--- src/rtl/vx_index_reorder_pkg.sv ---
// Shared helpers for the index reorder buffer.
package vx_index_reorder_pkg;

  // Index width for a SIZE-entry ring; never narrower than one bit.
  function automatic int unsigned log2up(input int unsigned n);
    return (n > 1) ? $clog2(n) : 1;
  endfunction

endpackage

--- src/rtl/vx_index_reorder_if.sv ---
// Allocate / fill / drain bus of the index reorder buffer.
interface vx_index_reorder_if #(
  parameter int DATAW = 1,
  parameter int ADDRW = 3
);
  logic             alloc_valid;
  logic             alloc_ready;
  logic [ADDRW-1:0] alloc_idx;
  logic             fill_valid;
  logic [ADDRW-1:0] fill_idx;
  logic [DATAW-1:0] fill_data;
  logic             drain_valid;
  logic             drain_ready;
  logic [ADDRW-1:0] drain_idx;
  logic [DATAW-1:0] drain_data;
  logic             fill_err;
  logic             empty;
  logic             full;

  // Issuer / consumer side.
  modport master (
    output alloc_valid, fill_valid, fill_idx, fill_data, drain_ready,
    input  alloc_ready, alloc_idx, drain_valid, drain_idx, drain_data,
           fill_err, empty, full
  );

  // Reorder buffer side.
  modport slave (
    input  alloc_valid, fill_valid, fill_idx, fill_data, drain_ready,
    output alloc_ready, alloc_idx, drain_valid, drain_idx, drain_data,
           fill_err, empty, full
  );
endinterface

--- src/rtl/vx_index_reorder_ptr.sv ---
// Wrap-bit ring pointer pair: head/tail with empty and full flags.
module vx_index_reorder_ptr #(
  parameter int ADDRW = 3
) (
  input  logic           clk,
  input  logic           reset,
  input  logic           push,
  input  logic           pop,
  output logic [ADDRW:0] head,
  output logic [ADDRW:0] tail,
  output logic           empty,
  output logic           full
);
  logic [ADDRW:0] head_q, head_d;
  logic [ADDRW:0] tail_q, tail_d;

  // Advance each pointer on its own event; wrap is natural modulo 2*SIZE.
  always_comb begin
    head_d = head_q;
    tail_d = tail_q;
    if (pop)  head_d = head_q + 1'b1;
    if (push) tail_d = tail_q + 1'b1;
  end

  // Pointer registers, cleared by synchronous active-low reset.
  always_ff @(posedge clk) begin
    if (!reset) begin
      head_q <= '0;
      tail_q <= '0;
    end else begin
      head_q <= head_d;
      tail_q <= tail_d;
    end
  end

  assign head  = head_q;
  assign tail  = tail_q;
  assign empty = (head_q == tail_q);
  assign full  = (head_q[ADDRW-1:0] == tail_q[ADDRW-1:0]) && (head_q[ADDRW] != tail_q[ADDRW]);
endmodule

--- src/rtl/vx_index_reorder.sv ---
// Tag-ordered completion buffer: ring-order allocation, out-of-order fill,
// in-order drain.
module vx_index_reorder
  import vx_index_reorder_pkg::*;
#(
  parameter int DATAW = 1,
  parameter int SIZE  = 8,
  parameter int ADDRW = log2up(SIZE)
) (
  input  logic               clk,
  input  logic               reset,
  vx_index_reorder_if.slave  bus
);
  localparam int PTRW = ADDRW + 1;

  logic [PTRW-1:0]  head, tail;
  logic             empty, full;
  logic [ADDRW-1:0] head_idx, tail_idx;
  logic             alloc_fire, drain_fire, fill_hit, drain_valid;

  logic [SIZE-1:0]  alloc_q, alloc_d;
  logic [SIZE-1:0]  filled_q, filled_d;
  logic             fill_err_q, fill_err_d;
  logic [DATAW-1:0] data_q [SIZE];
  logic [DATAW-1:0] data_d [SIZE];

  assign head_idx    = head[ADDRW-1:0];
  assign tail_idx    = tail[ADDRW-1:0];
  assign drain_valid = !empty && filled_q[head_idx];
  assign alloc_fire  = bus.alloc_valid && !full;
  assign drain_fire  = drain_valid && bus.drain_ready;
  assign fill_hit    = alloc_q[bus.fill_idx] && !filled_q[bus.fill_idx];

  vx_index_reorder_ptr #(.ADDRW(ADDRW)) ptr_i (
    .clk   (clk),
    .reset (reset),
    .push  (alloc_fire),
    .pop   (drain_fire),
    .head  (head),
    .tail  (tail),
    .empty (empty),
    .full  (full)
  );

  // Slot bookkeeping: drain frees head, alloc claims tail, fill marks its slot.
  // Drained and allocated slots never coincide because full blocks allocation.
  always_comb begin
    alloc_d    = alloc_q;
    filled_d   = filled_q;
    fill_err_d = fill_err_q;
    if (drain_fire) begin
      alloc_d[head_idx]  = 1'b0;
      filled_d[head_idx] = 1'b0;
    end
    if (alloc_fire) begin
      alloc_d[tail_idx]  = 1'b1;
      filled_d[tail_idx] = 1'b0;
    end
    if (bus.fill_valid) begin
      if (fill_hit) filled_d[bus.fill_idx] = 1'b1;
      else          fill_err_d = 1'b1;
    end
  end

  // Payload storage: only legal fills write; read port follows head.
  always_comb begin
    data_d = data_q;
    if (bus.fill_valid && fill_hit) data_d[bus.fill_idx] = bus.fill_data;
  end

  // Status registers with synchronous active-low reset.
  always_ff @(posedge clk) begin
    if (!reset) begin
      alloc_q    <= '0;
      filled_q   <= '0;
      fill_err_q <= 1'b0;
    end else begin
      alloc_q    <= alloc_d;
      filled_q   <= filled_d;
      fill_err_q <= fill_err_d;
    end
  end

  // Payload registers need no reset; validity lives in filled_q.
  always_ff @(posedge clk) begin
    data_q <= data_d;
  end

  assign bus.alloc_ready = !full;
  assign bus.alloc_idx   = tail_idx;
  assign bus.drain_valid = drain_valid;
  assign bus.drain_idx   = head_idx;
  assign bus.drain_data  = data_q[head_idx];
  assign bus.fill_err    = fill_err_q;
  assign bus.empty       = empty;
  assign bus.full        = full;
endmodule

--- src/flat_wrapper.sv ---
// flat-port wrapper written by rule: the top's interface ports become plain ports
module vx_index_reorder_flat import vx_index_reorder_pkg::*;
#(
  parameter int DATAW = 1,
  parameter int SIZE  = 8,
  parameter int ADDRW = log2up(SIZE)
)
  (clk, reset, bus_alloc_valid, bus_fill_valid, bus_fill_idx, bus_fill_data, bus_drain_ready, bus_alloc_ready, bus_alloc_idx, bus_drain_valid, bus_drain_idx, bus_drain_data, bus_fill_err, bus_empty, bus_full);
  vx_index_reorder_if #(.DATAW(DATAW), .ADDRW(ADDRW)) bus_i ();
  input  logic clk;
  input  logic reset;
  input wire logic [$bits(bus_i.alloc_valid)-1:0] bus_alloc_valid;
  input wire logic [$bits(bus_i.fill_valid)-1:0] bus_fill_valid;
  input wire logic [$bits(bus_i.fill_idx)-1:0] bus_fill_idx;
  input wire logic [$bits(bus_i.fill_data)-1:0] bus_fill_data;
  input wire logic [$bits(bus_i.drain_ready)-1:0] bus_drain_ready;
  output wire logic [$bits(bus_i.alloc_ready)-1:0] bus_alloc_ready;
  output wire logic [$bits(bus_i.alloc_idx)-1:0] bus_alloc_idx;
  output wire logic [$bits(bus_i.drain_valid)-1:0] bus_drain_valid;
  output wire logic [$bits(bus_i.drain_idx)-1:0] bus_drain_idx;
  output wire logic [$bits(bus_i.drain_data)-1:0] bus_drain_data;
  output wire logic [$bits(bus_i.fill_err)-1:0] bus_fill_err;
  output wire logic [$bits(bus_i.empty)-1:0] bus_empty;
  output wire logic [$bits(bus_i.full)-1:0] bus_full;
  assign bus_i.alloc_valid = bus_alloc_valid;
  assign bus_i.fill_valid = bus_fill_valid;
  assign bus_i.fill_idx = bus_fill_idx;
  assign bus_i.fill_data = bus_fill_data;
  assign bus_i.drain_ready = bus_drain_ready;
  assign bus_alloc_ready = bus_i.alloc_ready;
  assign bus_alloc_idx = bus_i.alloc_idx;
  assign bus_drain_valid = bus_i.drain_valid;
  assign bus_drain_idx = bus_i.drain_idx;
  assign bus_drain_data = bus_i.drain_data;
  assign bus_fill_err = bus_i.fill_err;
  assign bus_empty = bus_i.empty;
  assign bus_full = bus_i.full;
  vx_index_reorder #(.DATAW(DATAW), .SIZE(SIZE), .ADDRW(ADDRW)) u_core (.clk(clk), .reset(reset), .bus(bus_i));
endmodule
--- config.mk ---
export PLATFORM = sky130hd
export DESIGN_NAME = vx_index_reorder_flat
export DESIGN_NICKNAME = d
export VERILOG_FILES = /design/src/rtl/vx_index_reorder_pkg.sv /design/src/rtl/vx_index_reorder_if.sv /design/src/rtl/vx_index_reorder_ptr.sv /design/src/rtl/vx_index_reorder.sv /design/src/flat_wrapper.sv
export SDC_FILE = /design/constraint.sdc
export NUM_CORES = 1
export LEC_CHECK = 0
export CAP_MARGIN = 20
export CORE_MARGIN = 4
export CORE_UTILIZATION = 53
export CTS_BUF_LIST = sky130_fd_sc_hd__clkbuf_16
export DETAILED_ROUTE_END_ITERATION = 8
export PLACE_DENSITY = 0.78
export SYNTH_ARGS = -nofsm -noshare
export SYNTH_HDL_FRONTEND = slang
export SYNTH_SLANG_ARGS = --single-unit
--- constraint.sdc ---
create_clock -name clk -period 2.81 [get_ports clk]
set_input_delay 0.843 -clock clk [delete_from_list [all_inputs] [get_ports clk]]
set_output_delay 0.843 -clock clk [all_outputs]
set_load 0.005 [all_outputs]
==> impl_metrics.ini <==
[outcome]
run_status = finished, final reports clean

[setup_path]
start_kind = flip-flop
worstRegToRegCells = 8
reg2reg_from = u_core.ptr_i.head[1]$_SDFFE_PN0N_
path_class = reg -> out
critPathRequiredTime_ns = 1.97
crit_fanout = 5
crit_arrival_ns = 1.88
r2r-end = u_core.filled_q[1]$_SDFF_PN0_
setup.worst_path.end_class = primary output
reg2reg_slack_ns = 0.76

[clock_tree]
cts.sinks = 33
root_buffer = clkbuf_16
path_clk_slew_ns = 0.06
h-tree-depth = 2
clkLatencyLatePin_ns = 0.28
clock_path_buffers = 2
numCtsBuffers = 5
ctsHoldBuffers = 0
cts_tree = done

[grt]
grt.total_usage_pct = 23.95
grt_max_degree = 13
overflow = 0
grt_first_pass_wirelength_um = 7810
grt_pass1_vias = 1612
antenna_found_initial = 0

[floorplan]
dieArea_um2 = 4549
rows = 21
io-pin-count = 21
die_w_um = 67.45
start_util_pct = 55.69
die_y_um = 67.45
core_area_um2 = 3363

[hold_path]
min_path_type = reg -> reg
holdPathStages = 2
whs_endpoint = u_core.bus.fill_err$_SDFFE_PN0P_
hp-start = u_core.bus.fill_err$_SDFFE_PN0P_

[route]
via_per_inst = 5.871
first_iter_violations = 116
ant_nets = 0
first_pass_iters = 5
wire_per_inst_um = 17.89
vias = 1644
wl_um = 5010
remaining_drc_errors = 0

[synthesis]
synth-seq-cells = 33
async_flop_share_pct = 0
netlist_area_um2 = 1873
seq_area_frac_synth_pct = 39.55
synth_flop_cell = dfxtp_1
synth_edf_count = 8
avgSynthCellArea_um2 = 9.705
synthDistinctLibCells = 43
yosysWarnings = 0
synth_fp_nets = 204
synthCells = 193

[cells_and_area]
insertedDiodeCount = 0
final_util_pct = 73.77
final_common_cell = buf_4
fin_area_um2 = 2481
drive_gt1_share_pct = 27.35
final_cell_mix = buf_4 (33), nand2_1 (30), dfxtp_1 (22)
final_cells = 280
fin_nets = 244
area_delta_synth_final_pct = 32.46

[sta]
setup_viol = 0
final.min_clock_period_ns = 2.727
fin_worst_skew_ns = 0.006765
fmax_mhz = 366.7
maxSlewViolCount = 0
rsz0062_at_grt = no
relSlewSlack_pct = 53.02
hold_viol = 0
fin_crit_sh_pct = 97.04
holdWs_ns = 0.4457
worstMarginPinSlew_ns = 0.6971

[power_and_ir_drop]
power_frac_comb_pct = 9.2
p_leak_nw = 0.9919
netSwitchingFraction_pct = 20.37
vdd_drop_max_mv = 0.3926
power.density_nw_per_um2 = 537.4
switching_power_w = 0.0002717
p_seq_share_pct = 37.5
internal-power_w = 0.001062
pwr-share-clk_pct = 53.3

[run]
maxCapViolations = 0

[place]
placed_area_um2 = 2228
dp.cells = 270
dp.final_hpwl_um = 3470
gp_congestion = 0.9105
numPortBuffers = 20
[layout make-up]
type | count | area (um^2)
multi-input combinational | 133 | 999.7
fill | 257 | 882.1
sequential | 33 | 749.5
timing repair buffer | 53 | 455.4
clock buffer | 5 | 125.1
clock inverter | 3 | 65.06
tap | 46 | 57.56
inverter | 7 | 28.78
[sequential cells by signal, indices dropped and copies added (netlist names)]
name                 cells
u_core.alloc_q           8
u_core.data_q            8
u_core.filled_q          8
u_core.ptr_i.head        4
u_core.ptr_i.tail        4
u_core.bus.fill_err      1
[routing by layer]
metal,wire length [um],up-vias,track usage (%),share of wire [%]
met1,2038,807,27.58,41
met4,106,0,7.595,2.1
met3,275,11,5.824,5.5
met2,2590,58,43.31,52
met5,0,-,0,0
li1,-,768,-,-
[cells in the mapped netlist (4+ instances only)]
cell,number,share of area [%]
dfxtp_1,25,27
nand3b_1,6,2.4
xnor2_1,5,2.3
o21ai_0,6,1.6
edfxtp_1,8,13
clkbuf_1,6,1.2
a21oi_1,5,1.3
nor3_1,9,2.4
mux4_2,6,7.2
o31ai_1,5,2.0
buf_4,12,4.8
nand2_1,30,6.0
nor2_1,9,1.8
inv_1,6,1.2
xor2_1,4,1.9
mux2i_1,7,3.7
[repair_timing]
item	CTS	global route
setup buffers	0	3
resized for setup	8	7
pin swaps	2	1
setup endpoints to repair	5	11
[worst max path at each step]
stage / startpoint / end / slack, ns
after floorplan: bus_fill_idx[1] / u_core.data_q[7]$_DFFE_PP_ / 0.29
after global placement: bus_fill_idx[2] / u_core.data_q[5]$_DFFE_PP_ / -0.25
after detailed placement: bus_fill_idx[2] / u_core.data_q[6]$_DFFE_PP_ / -0.27
after CTS: u_core.ptr_i.head[0]$_SDFFE_PN0N_ / bus_drain_valid / 0.0002
after global routing: u_core.ptr_i.head[0]$_SDFFE_PN0N_ / bus_drain_valid / 0.02
final: u_core.ptr_i.head[1]$_SDFFE_PN0N_ / bus_empty / 0.08
[power by group through the flow]
| stage | logic (W) | clock network [W] | registers [W] |
|---|---|---|---|
| 2_1_floorplan | 0.0000644 | 0 | 0.000510 |
| 5_1_grt | 0.000134 | 0.000733 | 0.000500 |
| 6_report | 0.000123 | 0.000710 | 0.000500 |
| 3_3_place_gp | 0.000114 | 0 | 0.000510 |
| 4_1_cts | 0.000121 | 0.000710 | 0.000500 |
| 3_5_place_dp | 0.000119 | 0 | 0.000511 |
[worst max-delay path, cell delays in order (launching register included)]
cell and delay, ns:
dfxtp_4 0.38, xor2_2 0.19, nor4b_2 0.36, buf_4 0.18
clkdlybuf4s50_1 0.50
[through the flow]
step                      setup slack, ns  setup TNS, ns  total power [W]
after floorplan                    0.2946              0        0.0005739
after global placement            -0.2548         -2.466        0.0006244
after detailed placement          -0.2691         -2.733        0.0006297
after CTS                       0.0002214              0         0.001332
after global routing              0.01885              0         0.001368
final                             0.08315              0         0.001333
[cell families after synthesis]
group	share of synthesized area, %
AOI/OAI and AO/OA	10.89
xor gates and xnor gates	4.208
adders and majority gates	1.336
buffers and inverters	8.751
DFF	39.55
muxes	12.16
and+or+nand+nor	23.11
Power figures use the tool's default switching activity.
